`src/rtl/sub_16b_serial.sv`:
```
// ---------------------------------------------------------------------------
// sub_16b_serial
//
// Computes z = x - y (mod 2^16) one 4-bit nibble per clock, LSB nibble first,
// rippling a single borrow bit between nibbles.
//
// Sequence: IDLE -> CALC (4 edges) -> DONE (1 edge) -> IDLE.
// Start is taken only in IDLE. The DONE edge publishes z and every flag
// together and raises done for exactly one cycle.
//
// Ports
//   clk       in   rising-edge clock
//   rst       in   synchronous, active-high reset
//   start     in   begin an operation (sampled only in IDLE)
//   x, y      in   16-bit minuend / subtrahend, captured on the accepted start
//   z         out  registered difference x - y mod 2^16
//   sign      out  z[15]
//   zero      out  z == 0
//   carry     out  borrow out of bit 15 (x < y unsigned)
//   parity    out  even parity of z (1 when z has an even number of ones)
//   overflow  out  signed overflow of the subtraction
//   busy      out  operation in progress, held through the done cycle
//   done      out  one-cycle pulse, result and flags valid
// ---------------------------------------------------------------------------
module sub_16b_serial (
  input  logic        clk,
  input  logic        rst,
  input  logic        start,
  input  logic [15:0] x,
  input  logic [15:0] y,
  output logic [15:0] z,
  output logic        sign,
  output logic        zero,
  output logic        carry,
  output logic        parity,
  output logic        overflow,
  output logic        busy,
  output logic        done
);

  typedef enum logic [1:0] {
    IDLE = 2'd0,
    CALC = 2'd1,
    DONE = 2'd2
  } state_t;

  state_t      state_q;
  logic [15:0] xr_q;
  logic [15:0] yr_q;
  logic [15:0] res_q;      // nibble-wise assembled difference
  logic [1:0]  cnt_q;
  logic        borrow_q;

  logic [15:0] z_q;
  logic        sign_q;
  logic        zero_q;
  logic        carry_q;
  logic        parity_q;
  logic        overflow_q;
  logic        busy_q;
  logic        done_q;

  // Current nibble slice and its 5-bit difference; bit 4 is the borrow out.
  logic [3:0]  x_nib_d;
  logic [3:0]  y_nib_d;
  logic [4:0]  diff_d;

  always_comb begin
    x_nib_d = xr_q[{cnt_q, 2'b00} +: 4];
    y_nib_d = yr_q[{cnt_q, 2'b00} +: 4];
    diff_d  = {1'b0, x_nib_d} - {1'b0, y_nib_d} - {4'b0000, borrow_q};
  end

  always_ff @(posedge clk) begin
    if (rst) begin
      state_q    <= IDLE;
      xr_q       <= 16'h0000;
      yr_q       <= 16'h0000;
      res_q      <= 16'h0000;
      cnt_q      <= 2'd0;
      borrow_q   <= 1'b0;
      z_q        <= 16'h0000;
      sign_q     <= 1'b0;
      zero_q     <= 1'b0;
      carry_q    <= 1'b0;
      parity_q   <= 1'b0;
      overflow_q <= 1'b0;
      busy_q     <= 1'b0;
      done_q     <= 1'b0;
    end else begin
      done_q <= 1'b0;
      case (state_q)
        IDLE: begin
          // busy drops here, one cycle after DONE, unless a new start
          // is taken on this very edge (back-to-back operation).
          busy_q <= start;
          if (start) begin
            xr_q     <= x;
            yr_q     <= y;
            cnt_q    <= 2'd0;
            borrow_q <= 1'b0;
            state_q  <= CALC;
          end
        end
        CALC: begin
          busy_q                       <= 1'b1;
          res_q[{cnt_q, 2'b00} +: 4]   <= diff_d[3:0];
          borrow_q                     <= diff_d[4];
          cnt_q                        <= cnt_q + 2'd1;
          if (cnt_q == 2'd3) begin
            state_q <= DONE;
          end
        end
        DONE: begin
          // Flags come from the full result and the captured operands;
          // the final borrow is the borrow out of bit 15.
          z_q        <= res_q;
          sign_q     <= res_q[15];
          zero_q     <= (res_q == 16'h0000);
          carry_q    <= borrow_q;
          parity_q   <= ~^res_q;
          overflow_q <= (xr_q[15] ^ yr_q[15]) & (res_q[15] ^ xr_q[15]);
          done_q     <= 1'b1;
          busy_q     <= 1'b1;
          state_q    <= IDLE;
        end
        default: begin
          state_q <= IDLE;
          busy_q  <= 1'b0;
        end
      endcase
    end
  end

  assign z        = z_q;
  assign sign     = sign_q;
  assign zero     = zero_q;
  assign carry    = carry_q;
  assign parity   = parity_q;
  assign overflow = overflow_q;
  assign busy     = busy_q;
  assign done     = done_q;

endmodule

```
`config.mk`:
```
export PLATFORM = sky130hd
export DESIGN_NAME = sub_16b_serial
export DESIGN_NICKNAME = d
export VERILOG_FILES = /design/src/rtl/sub_16b_serial.sv
export SDC_FILE = /design/constraint.sdc
export NUM_CORES = 1
export LEC_CHECK = 0
export ABC_CLOCK_PERIOD_IN_PS = 2700
export CAP_MARGIN = 30
export CORE_UTILIZATION = 45
export DETAILED_ROUTE_END_ITERATION = 16
export GPL_ROUTABILITY_DRIVEN = 0
export PLACE_DENSITY = 0.72
export SLEW_MARGIN = 20
export SYNTH_ARGS = -nofsm -noshare
export SYNTH_HDL_FRONTEND = slang
export SYNTH_SLANG_ARGS = --single-unit
```
`constraint.sdc`:
```
create_clock -name clk -period 2.7 [get_ports clk]
set_input_delay 0.675 -clock clk [delete_from_list [all_inputs] [get_ports clk]]
set_output_delay 0.675 -clock clk [all_outputs]
set_load 0.01 [all_outputs]
```
# After elaboration in Yosys (flattened, before gate mapping)
# Cells that the tools add are included.
[totals]
regBits = 76
inputBits = 35
word_cells = 48
[classes]
add_sub_neg = 4
eq_ne = 5
n_shift = 4
n_mux = 10
n_bitwise = 3
reduce_logical = 8
[ops]
columns = ["cell", "n"]
rows = [
  ["$shiftx 16x5->4", 2],
  ["$bwmux 16", 1],
  ["$logic_not 16->1", 1],
  ["$reduce_xnor 16->1", 1],
  ["$shift 4x6->16 const A", 1],
  ["$shiftx 4x6->16", 1],
  ["$pmux 2 s2", 2],
  ["$mux 2", 3],
  ["$neg 4->6", 1],
  ["$reduce_and 2->1", 3],
  ["$sub 4x4->5", 1],
  ["$sub 5x1->5", 1],
  ["$eq 2x2->1 const B", 2],
  ["$ne 2x2->1 const B", 2],
  ["$pmux 1 s2", 2],
  ["$add 2x1->2 const B", 1],
  ["$eq 2x1->1 const B", 1],
  ["$logic_not 2->1", 1],
  ["$mux 1", 2],
  ["$reduce_bool 2->1", 1],
  ["$reduce_or 2->1", 1],
  ["$xor 1x1->1", 2],
  ["$and 1x1->1", 1],
]

# Depth between registers and ports, before layout
[logic_depth]
depth_word = 5
mapped_depth = 10

# Worst setup path before layout
# No wires, ideal clock.
[synth_path]
path_type = "register to register"
startpoint = "register cnt_q[0]"
endpoint = "register borrow_q"
setup_time_ps = 132
arrival_ps = 2417
t_required_ps = 2568
slack_ps = 151
stages_incl_launch_ff = 11
n_path_buf = 1
cell_sequence = "dfxtp_1 buf_2 mux4_2 inv_1 fa_1 inv_1 fa_1 a21boi_0 nor3_1 o211ai_1 a21oi_1"
[synth_between]
elab_chain_len = 4
word_cells_on_any_way = 5
classes_between = "add/sub (2); shift (2); mux (1)"
[synth_lines]
columns = ["item", "line", "rtl"]
rows = [
  ["start, declared", "51", "logic [1:0] cnt_q;"],
  ["start signal, assigned", "109", "cnt_q <= cnt_q + 2'd1;"],
  ["$shiftx 16x5->4, on equally long branches", "69, 70", ""],
  ["$sub 4x4->5 *", "71", "diff_d = {1'b0, x_nib_d} - {1'b0, y_nib_d} - {4'b0000, borrow_q};"],
  ["$sub 5x1->5 *", "71", ""],
  ["$pmux 1 s2 *", "92", "case (state_q)"],
  ["end signal, assigned", "108", "borrow_q <= diff_d[4];"],
  ["end, declared", "52", "logic borrow_q;"],
]
# Mark *: on every way between the ends. The rest lies on a longest branch, timed or not.
# A chain may end at the register's enable or synchronous reset.

# Worst setup path in the final report
# Ends and elaborated chain as after synthesis.

==> flow_summary.yaml <==
run_status:
  outcome: "complete, no violations"
pwr:
  finalPower_w: 0.00245
  irDropWorstVdd_mv: 0.381
  powerDensity_nw_per_um2: 569
  power.leakage_nw: 1.57
timing:
  finalSetupTns_ns: 0
  finalHoldViolCount: 0
  fin_crit_ns: 2.49
  slew_violations: 0
  rsz0062_at_grt: "false"
  finalWorstSetupSlack_ns: 0.214
  fin_crit_sh_pct: 92.1
  whs_ns: 0.454
  skew_ns: 0.00712
  worst_pin_slew_ns: 0.666
  setup_viol: 0
  fmax_mhz: 402
  relSlewSlack_pct: 55.6
clocking:
  clock_sink_count: 75
  cts_tree: "done"
  clk_pin_slew_worst_paths_ns: 0.07
  htreeDepth: 3
  clock_latency_ns: 0.36
  cts.path.max_buffers: 2
  cts_buffers: 9
  root_buffer: "clkbuf_8"
  cts_setup_buffers: 0
layout:
  final_util_pct: 59.1
  nFillCells: 699
  nNetsFinal: 498
  area_growth_pct: 26.3
  num_antenna_cells: 0
  drive_gt1_share_pct: 8.54
floorplan:
  rows: 31
  initial_core_util_pct: 46.8
  coreArea_um2: 7290
  fp.dieH_um: 89.1
  ios: 58
  die-area_um2: 7930
  die_w_um: 89.1
drt:
  ant_nets: 0
  vias: 2706
  finalWirelength_mm: 6.95
  wire_per_inst_um: 12.8
  dr.pass1.iters: 5
  drc: 0
  drt_iter0_drc: 137
  vias_per_cell: 4.97
setup_path:
  crit_type: "reg -> reg"
  endpoint_kind: "flop"
  worstPathRequired_ns: 2.99
  cp-startpoint: "cnt_q[0]"
  cp_data_arrival_time_ns: 2.78
  crit_path_start_kind: "flop"
  worst-path-max-fanout: 8
  rr_startpoint: "cnt_q[0]"
min_path:
  hp-class: "reg -> reg"
  hp-start: "xr_q[9]"
placed_design:
  pre_cts_ws_ns: 0.0381
  io_buffers: 57
  dp_hpwl_mm: 5.11
job:
  cap_violations: 0
grt:
  grt_use_total_pct: 19.7
  grt_max_degree: 38
  antenna_found_initial: 0
  grt_pass1_vias: 2605
  grt_pass1_wl_mm: 11.9
  grt_overflow: 0
yosys:
  synth_xor_area_share_pct: 2.53
  netlist_area_um2: 3410
  synth_ff_type: "dfxtp_1"
  yosys.area_share.simple_pct: 17.1
  ys_seq_elements: 75
  syn_area_per_cell_um2: 8.93
  yosys_warnings: 0
  synth-compound-area-share_pct: 11.0
  postSynthCellCount: 382
  synth-edff-count: 0
  synth_top_family_by_area: "simple AND/OR/NAND/NOR gates"
  synthArstFlopShare_pct: 0
  ys_types: 39
  seq_area_frac_synth_pct: 44.0
  synthAdderAreaFrac_pct: 8.88
  syn_nets: 440
  synth.mux.area_fraction_pct: 10.3
==> layer usage <==
metal,global-route usage (%),wire length (µm)
met1,23.5,3120
met2,34.5,3440
met3,3.60,262
met4,9.52,131
met5,0,0
==> report_power, final <==
| group | switching (W) | internal, W | total [W] | leakage, nW |
|---|---|---|---|---|
| logic | 0.000181 | 0.000175 | 0.000356 | 0.858 |
| registers | 0.0000307 | 0.00115 | 0.00118 | 0.611 |
| clock network | 0.000398 | 0.000518 | 0.000915 | 0.103 |
| total | 0.000609 | 0.00184 | 0.00245 | 1.57 |
==> cells by family after synthesis <==
kind of cell	Yosys count
flip-flops	75
buffers and inverters	53
multiplexers	25
XOR/XNOR	9
AO/OA/AOI/OAI	63
AND/OR/NAND/NOR	134
adder cells (fa/ha/maj)	23
==> timing repair <==
action / CTS / global route
hold buffers: 0 / 0
gates resized for setup: 0 / 1
endpoints found under the setup margin: 0 / 7
==> registers in the layout, indices dropped and copies added, names as in the netlist <==
name / count
yr_q: 16
done: 1
carry: 1
zero: 1
overflow: 1
cnt_q: 2
borrow_q: 1
state_q: 2
xr_q: 16
busy: 1
z: 16
parity: 1
res_q: 16
==> per-stage QoR <==
stage	cells	cell area, µm²
detailed placement	528	4100
finish	544	4310
floorplan	382	3410
global route	544	4310
global placement	528	4100
CTS	544	4310
==> cells in the final DEF (no fill, tap or decap), types with 4 or more instances in the layout <==
| cell | Yosys | layout |
|---|---|---|
| xnor2_1 | 8 | 8 |
| a22oi_1 | 8 | 8 |
| a21oi_1 | 39 | 39 |
| ha_1 | 21 | 21 |
| nand2b_1 | 5 | 5 |
| buf_4 | 2 | 12 |
| mux4_2 | 8 | 8 |
| clkbuf_8 | 0 | 9 |
| nand3b_1 | 4 | 4 |
| nor2_1 | 35 | 35 |
| dfxtp_1 | 75 | 74 |
| inv_1 | 31 | 31 |
| mux2i_1 | 17 | 17 |
| nand2_1 | 73 | 73 |
| clkdlybuf4s50_1 | 0 | 56 |
| nor3_1 | 4 | 4 |
==> worst max-delay path: stages (launching register included) <==
cell and delay, ns:
dfxtp_2 0.46, mux4_2 0.52, inv_1 0.09, fa_1 0.21, inv_1 0.07, fa_1 0.42, a21boi_0 0.26, o21a_1 0.15
o211ai_1 0.09, a21oi_1 0.15
==> path summary, 6_finish.rpt <==
| path | slack [ns] | to | depth (start not counted) |
|---|---|---|---|
| hold / removal | 0.45 | xr_q[9] | 2 |
| setup reg to reg | 0.21 | borrow_q | 9 |
| setup / recovery | 0.21 | borrow_q | 9 |
| hold reg to reg | 0.45 | xr_q[9] | 2 |
==> Yosys cell counts (3+ instances only) <==
cell type  number  area [µm²]
o31ai_1         3        22.5
a21oi_1        39         195
buf_1           3        11.3
ha_1           21         263
dfxtp_1        75        1500
mux2i_1        17         170
nand2_1        73         274
a22oi_1         8        60.1
nor2_1         35         131
inv_1          31         116
a2bb2oi_1       3        26.3
nor3_1          4        20.0
xnor2_1         8        70.1
nand3b_1        4        30.0
clkbuf_1       15        56.3
mux4_2          8         180
nor4b_1         3        26.3
nand2b_1        5        31.3
==> cell type report <==
class / instances / area, µm² / area share (%)
tap: 99 / 124 / 2.88
sequential: 75 / 1500 / 34.9
clock inverter: 5 / 77.6 / 1.80
multi-input combinational: 254 / 1700 / 39.5
timing repair buffer: 69 / 656 / 15.2
inverter: 31 / 116 / 2.70
clock buffer: 11 / 131 / 3.05
No activity file was read; power rests on OpenSTA's default activity.
